**src/rtl/credential_entry_pkg.sv**
```systemverilog
// credential_entry_pkg: key codes, state encoding and helpers shared by credential_entry.
package credential_entry_pkg;
  localparam logic [3:0] KEY_CLR = 4'hA;
  localparam logic [3:0] KEY_ENT = 4'hB;
  localparam logic [3:0] KEY_CAN = 4'hC;
  localparam int ACC_MAX = 4095;
  typedef enum logic [2:0] {IDLE, ACC_ENTRY, PIN_ENTRY, WAIT_AUTH, AUTHED, LOCKED} state_t;
  function automatic logic is_digit(input logic [3:0] k);
    return k <= 4'd9;
  endfunction
endpackage

```
**src/rtl/credential_entry_if.sv**
```systemverilog
// credential_entry_if: keypad, authenticator and credential signals of credential_entry.
interface credential_entry_if;
  logic        key_valid;
  logic [3:0]  key_code;
  logic        auth_done;
  logic        auth_ok;
  logic [11:0] acc_number;
  logic [3:0]  pin;
  logic        cred_valid;
  logic        session_active;
  logic        logout;
  logic        error;
  logic        locked;
  logic [1:0]  attempts;
  modport master (
    output key_valid, key_code, auth_done, auth_ok,
    input  acc_number, pin, cred_valid, session_active, logout, error, locked, attempts
  );
  modport slave (
    input  key_valid, key_code, auth_done, auth_ok,
    output acc_number, pin, cred_valid, session_active, logout, error, locked, attempts
  );
endinterface

```
**src/rtl/credential_entry_digit_accumulator.sv**
```systemverilog
// digit_accumulator: decimal account-number accumulator (max 4 digits) with 12-bit range check.
module digit_accumulator
  import credential_entry_pkg::*;
(
  input  logic        clk,
  input  logic        rst,
  input  logic        i_clr,
  input  logic        i_en,
  input  logic [3:0]  i_digit,
  output logic [11:0] o_acc,
  output logic        o_ok
);
  logic [13:0] r_work;
  logic [2:0]  r_cnt;
  always_ff @(posedge clk) begin
    if (rst || i_clr) begin
      r_work <= '0;
      r_cnt  <= '0;
    end else if (i_en && r_cnt != 3'd4) begin
      r_work <= r_work * 14'd10 + {10'd0, i_digit};
      r_cnt  <= r_cnt + 3'd1;
    end
  end
  assign o_acc = r_work[11:0];
  assign o_ok  = r_cnt == 3'd4 && r_work <= 14'(ACC_MAX);
endmodule

```
**src/rtl/credential_entry.sv**
```systemverilog
// credential_entry: account/PIN keypad entry FSM with inactivity timeout.
// Define CREDENTIAL_LOCKOUT_EN to lock out after MAX_ATTEMPTS consecutive failed PIN checks.
module credential_entry
  import credential_entry_pkg::*;
#(
  parameter int MAX_ATTEMPTS   = 3,
  parameter int TIMEOUT_CYCLES = 1000
) (
  input logic clk,
  input logic rst,
  credential_entry_if.slave bus
);
`ifdef CREDENTIAL_LOCKOUT_EN
  localparam bit LOCK_EN = 1'b1;
`else
  localparam bit LOCK_EN = 1'b0;
`endif
  localparam int TW = $clog2(TIMEOUT_CYCLES + 1);
  state_t r_state, w_nxt;
  logic [TW-1:0] r_tmo;
  logic [11:0] r_acc, w_acc_val;
  logic [3:0] r_pin;
  logic [1:0] r_att;
  logic r_pin_set, r_cv, r_sa, r_lgo, r_err, r_lk;
  logic w_key, w_dig, w_clr, w_ent, w_can, w_timed, w_tmo, w_ok, w_lock;
  logic w_acc_en, w_acc_clr, w_ld_acc, w_ld_pin, w_pin_clr, w_err, w_lgo, w_att_inc, w_att_clr;
  digit_accumulator u_acc (
    .clk    (clk),
    .rst    (rst),
    .i_clr  (w_acc_clr),
    .i_en   (w_acc_en),
    .i_digit(bus.key_code),
    .o_acc  (w_acc_val),
    .o_ok   (w_ok)
  );
  always_comb begin
    w_key   = bus.key_valid && bus.key_code <= KEY_CAN;
    w_dig   = w_key && is_digit(bus.key_code);
    w_clr   = w_key && bus.key_code == KEY_CLR;
    w_ent   = w_key && bus.key_code == KEY_ENT;
    w_can   = w_key && bus.key_code == KEY_CAN;
    w_timed = r_state inside {ACC_ENTRY, PIN_ENTRY, AUTHED};
    w_tmo   = w_timed && !w_key && r_tmo == TW'(TIMEOUT_CYCLES - 1);
    w_lock  = LOCK_EN && (int'(r_att) + 1 >= MAX_ATTEMPTS);
  end
  always_comb begin
    w_nxt     = r_state;
    w_acc_en  = 1'b0;
    w_acc_clr = 1'b0;
    w_ld_acc  = 1'b0;
    w_ld_pin  = 1'b0;
    w_pin_clr = 1'b0;
    w_err     = 1'b0;
    w_lgo     = 1'b0;
    w_att_inc = 1'b0;
    w_att_clr = 1'b0;
    case (r_state)
      IDLE: if (w_dig) begin
        w_acc_en = 1'b1;
        w_nxt    = ACC_ENTRY;
      end
      ACC_ENTRY: if (w_can || w_tmo) begin
        w_acc_clr = 1'b1;
        w_err     = w_tmo;
        w_nxt     = IDLE;
      end else if (w_dig) w_acc_en = 1'b1;
      else if (w_clr) w_acc_clr = 1'b1;
      else if (w_ent) begin
        w_acc_clr = 1'b1;
        w_ld_acc  = w_ok;
        w_err     = !w_ok;
        w_nxt     = w_ok ? PIN_ENTRY : IDLE;
      end
      PIN_ENTRY: if (w_can || w_tmo) begin
        w_err = w_tmo;
        w_nxt = IDLE;
      end else if (w_dig && !r_pin_set) w_ld_pin = 1'b1;
      else if (w_clr) w_pin_clr = 1'b1;
      else if (w_ent) begin
        w_err = !r_pin_set;
        w_nxt = r_pin_set ? WAIT_AUTH : PIN_ENTRY;
      end
      // cancel outranks a same-cycle verdict
      WAIT_AUTH: if (w_can) w_nxt = IDLE;
      else if (bus.auth_done) begin
        w_att_clr = bus.auth_ok;
        w_att_inc = !bus.auth_ok;
        w_err     = !bus.auth_ok;
        w_nxt     = bus.auth_ok ? AUTHED : w_lock ? LOCKED : PIN_ENTRY;
      end
      AUTHED: if (w_can || w_tmo) begin
        w_lgo = 1'b1;
        w_nxt = IDLE;
      end
      default: ;
    endcase
  end
  always_ff @(posedge clk) begin
    r_state <= rst ? IDLE : w_nxt;
  end
  always_ff @(posedge clk) begin
    if (rst) begin
      r_tmo     <= '0;
      r_acc     <= '0;
      r_pin     <= '0;
      r_att     <= '0;
      r_pin_set <= 1'b0;
      r_cv      <= 1'b0;
      r_sa      <= 1'b0;
      r_lgo     <= 1'b0;
      r_err     <= 1'b0;
      r_lk      <= 1'b0;
    end else begin
      r_tmo     <= (w_key || w_nxt != r_state || !w_timed) ? '0 : r_tmo + 1'b1;
      r_acc     <= w_ld_acc ? w_acc_val : r_acc;
      r_pin     <= w_ld_pin ? bus.key_code : r_pin;
      r_att     <= w_att_clr ? 2'd0 : (w_att_inc && r_att != 2'd3) ? r_att + 2'd1 : r_att;
      r_pin_set <= r_state == PIN_ENTRY && w_nxt == PIN_ENTRY && (w_ld_pin || (r_pin_set && !w_pin_clr));
      r_cv      <= w_nxt == WAIT_AUTH;
      r_sa      <= w_nxt == AUTHED;
      r_lgo     <= w_lgo;
      r_err     <= w_err;
      r_lk      <= w_nxt == LOCKED;
    end
  end
  assign bus.acc_number     = r_acc;
  assign bus.pin            = r_pin;
  assign bus.cred_valid     = r_cv;
  assign bus.session_active = r_sa;
  assign bus.logout         = r_lgo;
  assign bus.error          = r_err;
  assign bus.locked         = r_lk;
  assign bus.attempts       = r_att;
endmodule

```
**src/flat_wrapper.sv**
```systemverilog
// flat-port wrapper written by rule: the top's interface ports become plain ports
module credential_entry_flat import credential_entry_pkg::*;
#(
  parameter int MAX_ATTEMPTS   = 3,
  parameter int TIMEOUT_CYCLES = 1000
)
  (clk, rst, bus_key_valid, bus_key_code, bus_auth_done, bus_auth_ok, bus_acc_number, bus_pin, bus_cred_valid, bus_session_active, bus_logout, bus_error, bus_locked, bus_attempts);
  credential_entry_if bus_i ();
  input logic clk;
  input logic rst;
  input wire logic [$bits(bus_i.key_valid)-1:0] bus_key_valid;
  input wire logic [$bits(bus_i.key_code)-1:0] bus_key_code;
  input wire logic [$bits(bus_i.auth_done)-1:0] bus_auth_done;
  input wire logic [$bits(bus_i.auth_ok)-1:0] bus_auth_ok;
  output wire logic [$bits(bus_i.acc_number)-1:0] bus_acc_number;
  output wire logic [$bits(bus_i.pin)-1:0] bus_pin;
  output wire logic [$bits(bus_i.cred_valid)-1:0] bus_cred_valid;
  output wire logic [$bits(bus_i.session_active)-1:0] bus_session_active;
  output wire logic [$bits(bus_i.logout)-1:0] bus_logout;
  output wire logic [$bits(bus_i.error)-1:0] bus_error;
  output wire logic [$bits(bus_i.locked)-1:0] bus_locked;
  output wire logic [$bits(bus_i.attempts)-1:0] bus_attempts;
  assign bus_i.key_valid = bus_key_valid;
  assign bus_i.key_code = bus_key_code;
  assign bus_i.auth_done = bus_auth_done;
  assign bus_i.auth_ok = bus_auth_ok;
  assign bus_acc_number = bus_i.acc_number;
  assign bus_pin = bus_i.pin;
  assign bus_cred_valid = bus_i.cred_valid;
  assign bus_session_active = bus_i.session_active;
  assign bus_logout = bus_i.logout;
  assign bus_error = bus_i.error;
  assign bus_locked = bus_i.locked;
  assign bus_attempts = bus_i.attempts;
  credential_entry #(.MAX_ATTEMPTS(MAX_ATTEMPTS), .TIMEOUT_CYCLES(TIMEOUT_CYCLES)) u_core (.clk(clk), .rst(rst), .bus(bus_i));
endmodule
```
**config.mk**
```make
export PLATFORM = sky130hd
export DESIGN_NAME = credential_entry_flat
export DESIGN_NICKNAME = d
export VERILOG_FILES = /design/src/rtl/credential_entry_pkg.sv /design/src/rtl/credential_entry_if.sv /design/src/rtl/credential_entry_digit_accumulator.sv /design/src/rtl/credential_entry.sv /design/src/flat_wrapper.sv
export SDC_FILE = /design/constraint.sdc
export NUM_CORES = 1
export LEC_CHECK = 0
export ABC_CLOCK_PERIOD_IN_PS = 4130
export CAP_MARGIN = 20
export CORE_UTILIZATION = 55
export CTS_BUF_LIST = sky130_fd_sc_hd__clkbuf_4 sky130_fd_sc_hd__clkbuf_8
export CTS_CLUSTER_DIAMETER = 80
export DETAILED_ROUTE_END_ITERATION = 10
export HOLD_SLACK_MARGIN = 0.05
export PLACE_DENSITY = 0.79
export SKIP_LAST_GASP = 1
export SYNTH_ARGS = -nofsm -noshare
export SYNTH_HDL_FRONTEND = slang
export SYNTH_SLANG_ARGS = --single-unit
```
**constraint.sdc**
```tcl
create_clock -name clk -period 4.13 [get_ports clk]
set_input_delay 0.826 -clock clk [delete_from_list [all_inputs] [get_ports clk]]
set_output_delay 0.826 -clock clk [all_outputs]
set_load 0.03 [all_outputs]
```
* Word level (Yosys, flattened, before mapping) *
Cells that the tools add are included.

storage, ports and cells
  output and inout bits = 23
  register bits = 54
  bits of input ports = 9
  logic and storage cells = 120

cells by class
  add/sub/neg operators = 4
  equal/unequal tests = 16
  reductions and logical operators = 30
  multiplexer cells = 52
  bitwise logic cells = 1
  $mul = 1
  magnitude comparators = 3

operator list
  operator                 number
  $mux W3                  13
  $mux W1                  35
  $pmux W3 S5              1
  $add A14 B4 Y14          1
  $le A14 B12 Y1 const B   1
  $logic_and A1 B1 Y1      14
  $mul A14 B3 Y13 const B  1
  $eq A3 B2 Y1 const B     4
  $eq A3 B3 Y1 const B     4
  $eq A4 B4 Y1 const B     3
  $add A10 B1 Y10 const B  1
  $eq A10 B10 Y1 const B   1
  $le A4 B4 Y1 const B     2
  $logic_not A1 Y1         6
  $reduce_or A2 Y1         3
  $logic_or A1 B1 Y1       5
  $add A3 B1 Y3 const B    1
  $eq A3 B1 Y1 const B     1
  $logic_not A3 Y1         1
  $ne A3 B3 Y1             1
  $ne A3 B3 Y1 const B     1
  $pmux W1 S3              1
  $reduce_bool A3 Y1       1
  $add A2 B1 Y2 const B    1
  4 further kinds          4

* Logic depth before layout (Yosys ltp) *
Gate-level depths: netlist of the first run.

  depth after elaboration = 12
  mapped depth = 11
  gate-level depth less buffers = 11

* Hierarchy *
Synthesis of the first run repeated with hierarchy kept, for this count alone.

unflattened totals
  cells, all modules = 370
  area, all modules = 3,335.7 µm²

by module, submodules not included
  module             cells each  instances  area an instance (µm²)
  credential_entry   192         1          1,784.2
  digit_accumulator  178         1          1,551.5

* Least setup slack after synthesis of the first run *
OpenSTA, ideal clock, no wires.

  kind = input -> register
  from = input bus_key_code[1]
  to = register u_core.u_acc.r_work[13]
  library setup time = 0.088 ns
  arrival time = 2.997 ns
  required time = 4.042 ns
  stages = 10
  path slack = 1.045 ns
  cell sequence = ha_1 -> inv_1 -> fa_1 -> nor2b_1 -> o21ai_1 -> or3b_4 -> nor4_1 -> and4_4 -> mux2_4 -> nor4_2

between the ends
  longest elaborated chain between the ends = 9

RTL lines
  item                                                       line                                                                                source
  start: declaration                                         flat_wrapper.sv:12                                                                  input wire logic [$bits(bus_i.key_code)-1:0] bus_key_code;
  $le A4 B4 Y1                                               credential_entry.sv:37                                                              w_key = bus.key_valid && bus.key_code <= KEY_CAN;
  $logic_and A1 B1 Y1                                        credential_entry.sv:37
  $logic_and A1 B1 Y1 or $logic_not A1 Y1 (tied branches)    credential_entry.sv:40, credential_entry.sv:43
  $mux W1 or $logic_and A1 B1 Y1 (tied branches)             credential_entry.sv:68, credential_entry.sv:43
  $mux W1 or $logic_and A1 B1 Y1 (tied branches)             credential_entry.sv:67, credential_entry.sv:43
  $mux W1 or $logic_or A1 B1 Y1 (tied branches)              credential_entry.sv:66, credential_entry.sv:62
  $mux W1                                                    credential_entry.sv:62                                                              ACC_ENTRY: if (w_can || w_tmo) begin
  $mux W1 or $pmux W1 S2 (tied branches)                     credential_entry.sv:57                                                              case (r_state)
  $logic_or A1 B1 Y1 or $logic_and A1 B1 Y1 (tied branches)  credential_entry_digit_accumulator.sv:16, credential_entry_digit_accumulator.sv:19
  end signal: assignment                                     credential_entry_digit_accumulator.sv:20                                            r_work <= r_work * 14'd10 + {10'd0, i_digit};
  end: declaration                                           credential_entry_digit_accumulator.sv:13                                            logic [13:0] r_work;

Several ways; a longest one is shown, not always the timed one.
A chain may end at the register's enable or synchronous reset.

* Final worst setup path of the first run *
Ends and elaborated chain as after synthesis.

==> impl_metrics.tcl, run 1 <==
set metrics [dict create \
    status "finished, final reports clean" \
    grt_pass1_vias 2508 \
    synth_top_family_by_area "simple AND/OR/NAND/NOR gates" \
    p_leak_nw 1.540 \
    antenna_found_initial 0 \
    root_buffer "clkbuf_8" \
    initial_core_util_pct 57.78 \
    max_freq_mhz 278.6 \
    drive_gt1_share_pct 7.031 \
    path_class "primary input to flip-flop" \
    dp_hpwl_mm 4.850 \
    yosysWarnings 0 \
    tns_ns 0 \
    grt_first_pass_wirelength_mm 11.59 \
    synth_cells 357 \
    synthTopCellsByArea "dfxtp_1 34%, ha_1 10%, nor2_1 7.5%, mux2i_1 7.1%, xnor2_1 5.4%" \
    clk_latency_ns 0.32 \
    drc_errors 0 \
    cp_max_fo 7 \
    die_y_um 78.52 \
    n_fill_cell 473 \
    placedCellCount 448 \
    synth_compound_area_share_pct 13.71 \
    ys_seq_area_share_pct 33.57 \
    grt_max_degree 28 \
    synthSimpleGateAreaFrac_pct 21.33 \
    area_growth_pct 13.48 \
    yosysMostFrequentCell "nor2_1" \
    grt_overflow 0 \
    worstSetupStartpointType "primary input" \
    p_per_area_nw_per_um2 300.4 \
    layout_min_cycle_time_ns 3.590 \
    multi_input_area_um2 2001 \
    syn_avg_cell_area_um2 9.021 \
    postRouteAntennaNets 0 \
    synth.distinct_cells 63 \
    vdd_drop_max_v 0.0001863 \
    hold_path_class "flip-flop to flip-flop" \
    wl_per_cell_um 14.77 \
    synthFlopType "dfxtp_1" \
    synthDominantCellAreaShare_pct 33.57 \
    cts_tree "done" \
    core_area_um2 5574 \
    clock_skew_ns 0.01027 \
    setup-violations-final 0 \
    numCtsBuffers 5 \
    vias 2605 \
    grt_usage_pct 23.61 \
    fin_crit_sh_pct 86.92 \
    rsz0062_at_grt "no" \
    synth-xor-area-share_pct 8.120 \
    diodes 0 \
    ioPinCount 32 \
    die_w_um 78.52 \
    relSlewSlack_pct 31.19 \
    finalHoldViolCount 0 \
    max_cap_violations 0 \
    postCtsSetupRepairBufs 0 \
    syn_nets 394 \
    synth_edf_count 0 \
    instances_no_fill 456 \
    cts_max_level 2 \
    drv_slew 0 \
    clk_pin_slew_ns 0.11 \
    clk_path_buf_depth 2 \
    yosysTopAreaCell "dfxtp_1" \
    drt_iter0_markers 157 \
    finalPower_mw 1.098 \
    cp-end-kind "flip-flop" \
    cts.sinks 54 \
    cts-resized-gates 0 \
    required_ns 4.36 \
    viasPerCell 5.713 \
    muxShareOfSynthArea_pct 7.615 \
    worst_slew_pin_slew_ns 1.029 \
    seqCellArea_um2 1081 \
    dieArea_um2 6165 \
    ys_seq_elements 54 \
    synth_fa_ha_area_share_pct 11.34 \
    place_congestion 0.8646 \
    routed_wl_mm 6.733 \
    drt_pass1_iterations 4 \
    crit_arrival_ns 3.82 \
    num_rows 27 \
    cts_hold_buf 0 \
    synthTopCellsByCount "64 x nor2_1, 54 x dfxtp_1, 26 x ha_1, 23 x mux2i_1, 20 x xnor2_1" \
    io_buffer_count 31 \
    syn_area_um2 3221 \
    final_nets 420 \
    postSynth.asyncResetShare_pct 0 \
]
path summary, 6_finish.rpt:
check | startpoint | to | slack (ns) | cells past startpoint
max | bus_key_code[1] | u_core.u_acc.r_work[13] | 0.54 | 11
min | u_core.r_tmo[0] | u_core.r_tmo[0] | 0.45 | 1
min reg2reg | u_core.r_tmo[0] | u_core.r_tmo[0] | 0.45 | 1
max reg2reg | u_core.u_acc.r_work[1] | u_core.u_acc.r_work[13] | 1.00 | 10
metal layers:
layer,vias to the layer above,global-route usage (%),wire length [µm]
li1,1321,-,-
met1,1214,30.20,3101
met2,61,40.78,3284
met3,9,3.837,274
met4,0,6.296,72
met5,-,0,0
state kept, by name, summed over array words and instances (netlist names):
signal / flops
u_core.bus.cred_valid: 1
u_core.bus.acc_number: 12
u_core.bus.attempts: 2
u_core.bus.logout: 1
u_core.r_state: 3
u_core.bus.session_active: 1
u_core.r_tmo: 10
u_core.r_pin_set: 1
u_core.u_acc.r_work: 14
u_core.bus.pin: 4
u_core.bus.locked: 1
u_core.u_acc.r_cnt: 3
u_core.bus.error: 1
cell type report:
type	count	share of cell area, %
Clock buffer	5	1.883
Sequential cell	54	29.58
Inverter	19	1.951
Tap cell	72	2.465
Multi-Input combinational cell	271	54.74
Timing Repair Buffer	32	8.696
Clock inverter	3	0.6847
cells in the final DEF (no fill, tap or decap), types with 7 or more instances in the layout:
master,count
a211oi_1,10
nor3_1,7
a21oi_1,12
inv_1,19
xor2_1,8
mux2i_1,23
nand4_1,8
xnor2_1,20
nand2_1,16
nor2_1,64
dfxtp_1,54
clkdlybuf4s50_1,31
ha_1,26
kinds of logic (layout without fill, tap and decap cells):
kind of cell             count (synthesis)  count (layout)
AND/OR/NAND/NOR                        133             133
flip-flops                              54              54
AO/OA/AOI/OAI                           57              57
buffers and inverters                   32              59
XOR/XNOR                                29              29
adder cells (fa/ha/maj)                 28              28
multiplexers                            24              24
power by group:
part / internal [mW] / switching (mW)
combinational: 0.101 / 0.133
sequential: 0.536 / 0.0203
clock: 0.123 / 0.185
total: 0.760 / 0.338
worst max-delay path, cell delays in order:
cell and delay [ns]:
clkdlybuf4s50_1 0.59, ha_1 0.22, inv_1 0.06, fa_1 0.40, nor2b_1 0.13, o21ai_1 0.09
or3b_4 0.42, nor4_1 0.26, and4_4 0.29, mux2_4 0.30, nor4_2 0.24
metrics by stage:
stage	util, %	instance area [µm²]	hold slack [ns]	worst slack (ns)
after CTS	65.57	3655	0.4592	0.5632
after global routing	65.57	3655	0.4841	0.4351
after global placement	63.88	3561	0.4230	0.3331
final	65.57	3655	0.4542	0.5402
after floorplan	-	3221	0.4132	1.045
after detailed placement	63.88	3561	0.4443	0.2551
(Power assumes the default switching activity.)
==> inputs of run 2 (changes only) <==
--- a/config.mk
+++ b/config.mk
@@ -6,7 +6,6 @@
 export NUM_CORES = 1
 export LEC_CHECK = 0
 export ABC_CLOCK_PERIOD_IN_PS = 4130
-export CAP_MARGIN = 20
 export CORE_UTILIZATION = 55
 export CTS_BUF_LIST = sky130_fd_sc_hd__clkbuf_4 sky130_fd_sc_hd__clkbuf_8
 export CTS_CLUSTER_DIAMETER = 80
==> results of run 2 <==
Same layout as run 1: the final DEF is identical, and so are final timing and power.
==> inputs of run 3 (changes only) <==
--- a/config.mk
+++ b/config.mk
@@ -5,7 +5,6 @@
 export SDC_FILE = /design/constraint.sdc
 export NUM_CORES = 1
 export LEC_CHECK = 0
-export ABC_CLOCK_PERIOD_IN_PS = 4130
 export CORE_UTILIZATION = 55
 export CTS_BUF_LIST = sky130_fd_sc_hd__clkbuf_4 sky130_fd_sc_hd__clkbuf_8
 export CTS_CLUSTER_DIAMETER = 80
==> results of run 3 <==
Same layout as run 1: the final DEF is identical, and so are final timing and power.
==> edit 1 (flow settings as in run 3) <==
`TIMEOUT_CYCLES` is set to 1000 in 2 places; all go to 2000.
--- a/src/rtl/credential_entry.sv
+++ b/src/rtl/credential_entry.sv
@@ -6,3 +6,3 @@
   parameter int MAX_ATTEMPTS   = 3,
-  parameter int TIMEOUT_CYCLES = 1000
+  parameter int TIMEOUT_CYCLES = 2000
 ) (
--- a/src/flat_wrapper.sv
+++ b/src/flat_wrapper.sv
@@ -4,3 +4,3 @@
   parameter int MAX_ATTEMPTS   = 3,
-  parameter int TIMEOUT_CYCLES = 1000
+  parameter int TIMEOUT_CYCLES = 2000
 )
Function: no difference found for any inputs over 4 cycles, from zero or initial values and one cycle with rst high; that may be too few to reach the edited logic, so the function may still have changed.
==> edit 1 against run 3 <==
Area after synthesis up 0.31%; synthesized cell count is 1.4% lower; die area grew 0.31%; sequential cell count grew 1; power fell by 0.89%; worst hold slack better by 26 ps; combinational power decreased by 8%; critical path depth stayed put; setup slack improved by 88 ps; wire length down 3.2%; final area grew 0.89%; count of clock-buffer cells in the layout is the same; core utilization grew 0.58 points; largest cell class unchanged; largest power group unchanged.
==> edit 1: results (changes against run 3) <==
[outcome]
status = completed

[synthesis]
synth_fp_nets = 389  ; -1.3%
synth_cell_types = 67  ; +6.3%
synth_area_leaders = dfxtp_1 34%, ha_1 10%, mux2i_1 7.1%
synth_compound_area_share_pct = 14.37  ; +0.65 points
synthMuxAreaShare_pct = 7.126  ; -0.49 points
syn-mean-instance-area_um2 = 9.178  ; +1.7%
synth_top_cells_by_count = 60 x nor2_1, 55 x dfxtp_1, 26 x ha_1
ys_seq_area_share_pct = 34.08  ; +0.52 points
synth_fa_ha_area_share_pct = 11.31  ; -0.035 points

[worst_setup_path]
crit_arrival_ps = 3720  ; -100 ps
critPathMaxFanout = 6  ; -1
worst_r2r_path_depth = 11  ; +1
r2r-start = u_core.u_acc.r_work[3]
endpoint = u_core.u_acc.r_work[11]

[placement]
place_ws_ps = 336.4  ; +81.31 ps
gp_congestion = 0.9030  ; +4.4%
placed_cells = 445  ; -0.67%
dp_hpwl_um = 4973  ; +2.5%

[layout]
regArea_um2 = 1101  ; +1.9%
clk_share_pct = 2.545  ; -0.023 points
fin_nets = 417  ; -0.71%
multi_input_area_um2 = 2028  ; +1.4%
n_all_inverters = 13  ; -6
layout-drive-gt1-share_pct = 8.136  ; +1.1 points
num-nonclk-buffers = 33  ; +3.1%
multi_input_gates = 272  ; +0.37%

[timing]
finalCritPeriodShare_pct = 84.79  ; -2.1 points
fin_worst_skew_ps = 9.102  ; -1.163 ps
maxSlewHeadroom_pct = 55.50  ; +24 points

[grt]
grt_max_degree = 27  ; -3.6%

[cts]
cts.sinks = 55  ; +1.9%

[route]
num_vias = 2592  ; -0.50%
first_iter_violations = 146  ; -7.0%
via_per_inst = 5.722  ; +0.16%
routed_wl_um = 6518  ; -3.2%

[pwr]
power_leakage_nw = 1.580  ; +2.6%

-- edit 1: where the power goes --
part | leakage, nW | switching [W] | internal, W
clock | 0.0452 | 0.000186 | 0.000124
sequential | 0.446 | 0.0000179 | 0.000545
combinational | 1.09 | 0.000117 | 0.0000989
-- edit 1: through the flow --
stage | utilization (%) | instance area [um^2] | hold slack [ps] | total power (W)
floorplan | - | 3231 | 429.8 | 0.0007349
global route | 66.15 | 3687 | 507.3 | 0.001143
CTS | 66.15 | 3687 | 481.0 | 0.001096
finish | 66.15 | 3687 | 479.8 | 0.001088
detailed placement | 64.47 | 3593 | 456.1 | 0.0007885
global placement | 64.47 | 3593 | 445.8 | 0.0007830
-- edit 1: per-layer routing --
| metal | routed length, um | part of all wire [%] | track usage (%) |
|---|---|---|---|
| met5 | 0 | 0 | 0 |
| met4 | 83 | 1.3 | 6.852 |
| met3 | 281 | 4.3 | 4.419 |
| met2 | 3024 | 46 | 38.43 |
| met1 | 3128 | 48 | 29.10 |
==> edit 2 (settings of run 3) <==
Without the edit above. Reset style: asynchronous (`rst`), changed in one clocked block.
--- a/src/rtl/credential_entry.sv
+++ b/src/rtl/credential_entry.sv
@@ -100,3 +100,3 @@
   end
-  always_ff @(posedge clk) begin
+  always_ff @(posedge clk or posedge rst) begin
     if (rst) begin
Function: differs if rst is asserted again (counterexample within 4 cycles, from zero or initial values and one cycle with rst high); with rst held inactive, the same outputs for 4 cycles.
==> edit 2 against run 3 <==
Power is 2.4% lower; synthesized cell count decreased by 6.7%; die area down 1.0%; non-clock buffer count is 1 higher; wire length shrank 6.9%; register-to-register slack gained 220 ps; global-route usage decreased by 1.5 points; area after synthesis fell by 1.0%; critical endpoint is now u_core.u_acc.r_work[11]; setup slack better by 510 ps; largest power group unchanged; worst hold slack improved by 38 ps; clock power fell by 4%; final area fell by 0.55%; sequential cell count is the same.
==> edit 2: results (changes against run 3) <==
[grt]
grt_max_degree = 35  ; +25%
grt_pass1_wl_um = 10940  ; -5.7%
grt_pass1_vias = 2378  ; -5.2%
grt_usage_pct = 22.08  ; -1.5 points

[synthesis]
ys_async_sr_fraction_pct = 62.96  ; +63 points
ys_seq_area_share_pct = 39.26  ; +5.7 points
synthesis.instances = 333  ; -6.7%
synth_cell_types = 54  ; -14%
ys.flop_type = dfrtp_1
synth_fp_nets = 370  ; -6.1%
synth_area_leaders = dfrtp_1 27%, dfxtp_1 13%, ha_1 10%
synth_top_cells_by_count = 42 x nor2_1, 34 x dfrtp_1, 26 x ha_1

[outcome]
status = completed

[route]
first_iter_violations = 124  ; -21%
via_per_inst = 5.664  ; -0.86%
routed_wl_um = 6267  ; -6.9%

[timing]
fin_worst_skew_ps = 11.09  ; +0.8285 ps
fmax_ghz = 0.3251  ; +17%
tightest_slew_ps = 762.8  ; -266.2 ps
timing.hold.ws_ps = 491.9  ; +37.67 ps

[cts]
clkLatencyLatePin_ps = 300  ; -20 ps
ctsHoldBuffers = 0  ; unchanged
htreeDepth = 2  ; unchanged

[layout]
stdcell_count = 434  ; -4.8%
layout-drive-gt1-share_pct = 6.354  ; -0.68 points
fin_nets = 398  ; -5.2%

[worst_setup_path]
critPathMaxFanout = 5  ; -2
crit_arrival_ps = 3280  ; -540 ps
ff2ff_setup_slack_ps = 1220  ; +220 ps
slowest_delay_ps = 560  ; -30 ps

[placement]
place_ws_ps = 773.1  ; +518.1 ps
gp_congestion = 0.8756  ; +1.3%
dp_hpwl_um = 4615  ; -4.8%

[pwr]
peakVddDrop_mv = 0.2037  ; +9.3%

==> edit 2: cell count changes after synthesis, moves of 5 or more <==
| cell | before | now |
|---|---|---|
| dfrtp_1 | 0 | 34 |
| mux2_2 | 0 | 9 |
| o21ai_0 | 4 | 9 |
| mux2i_1 | 23 | 9 |
| nor2_1 | 64 | 42 |
| nand2_1 | 16 | 24 |
| mux2_1 | 0 | 5 |
| dfxtp_1 | 54 | 20 |
| o21ai_1 | 2 | 7 |
==> edit 2: kinds of logic after synthesis <==
logic type	count (synthesis)	share of synthesized area, %
fa+ha+maj	28	11.46
mux	23	7.774
xor+xnor	29	7.970
flops	54	39.26
simple gates	115	18.57
buf+inv	29	3.730
compound gates	55	11.23
==> edit 2: final timing paths <==
kind                                        start                        to  cells past startpoint
max in group asynchronous                     rst  u_core.bus.acc_number[7]                      3
max                               bus_key_code[1]   u_core.u_acc.r_work[11]                     10
min reg2reg                       u_core.r_tmo[0]           u_core.r_tmo[0]                      1
min                               u_core.r_tmo[0]           u_core.r_tmo[0]                      1
min in group asynchronous                     rst         u_core.bus.pin[1]                      3
max reg2reg                u_core.u_acc.r_work[3]   u_core.u_acc.r_work[13]                     12
==> edit 2: area by class of cell <==
cell class / count / area (um^2)
inverter: 17 / 63.81
sequential: 54 / 1251
clock buffer: 5 / 68.82
timing repair buffer: 33 / 325.3
tap: 72 / 90.09
fill: 489 / 1906
clock inverter: 3 / 18.77
multi-input combinational: 250 / 1817
==> edit 2: worst max-delay path, delay by kind of cell <==
kind | cells | cell delay [ps]
AO/OA/AOI/OAI | 2 | 360
buffers and inverters | 2 | 620
AND/OR/NAND/NOR | 3 | 740
adder cells (fa/ha/maj) | 2 | 590
XOR/XNOR | 1 | 160
==> edit 2: metal layers <==
layer / global-route usage [%] / part of all wire, %
met5: 0 / 0
met4: 4.444 / 0.46
met3: 4.186 / 3.3
met2: 39.12 / 51
met1: 27.93 / 45
==> edit 2: where the power goes <==
| group | total, W | internal, W | switching (W) |
|---|---|---|---|
| Combinational | 0.000214 | 0.0000918 | 0.000122 |
| Clock | 0.000295 | 0.000120 | 0.000175 |
| Sequential | 0.000562 | 0.000543 | 0.0000195 |
| Total | 0.00107 | 0.000754 | 0.000317 |
==> edit 2: stage by stage <==
| stage | total power [W] | cell area, um^2 |
|---|---|---|
| after CTS | 0.001085 | 3635 |
| after global routing | 0.001131 | 3635 |
| after global placement | 0.0007788 | 3547 |
| after detailed placement | 0.0007858 | 3547 |
| final | 0.001072 | 3635 |
| after floorplan | 0.0007336 | 3187 |
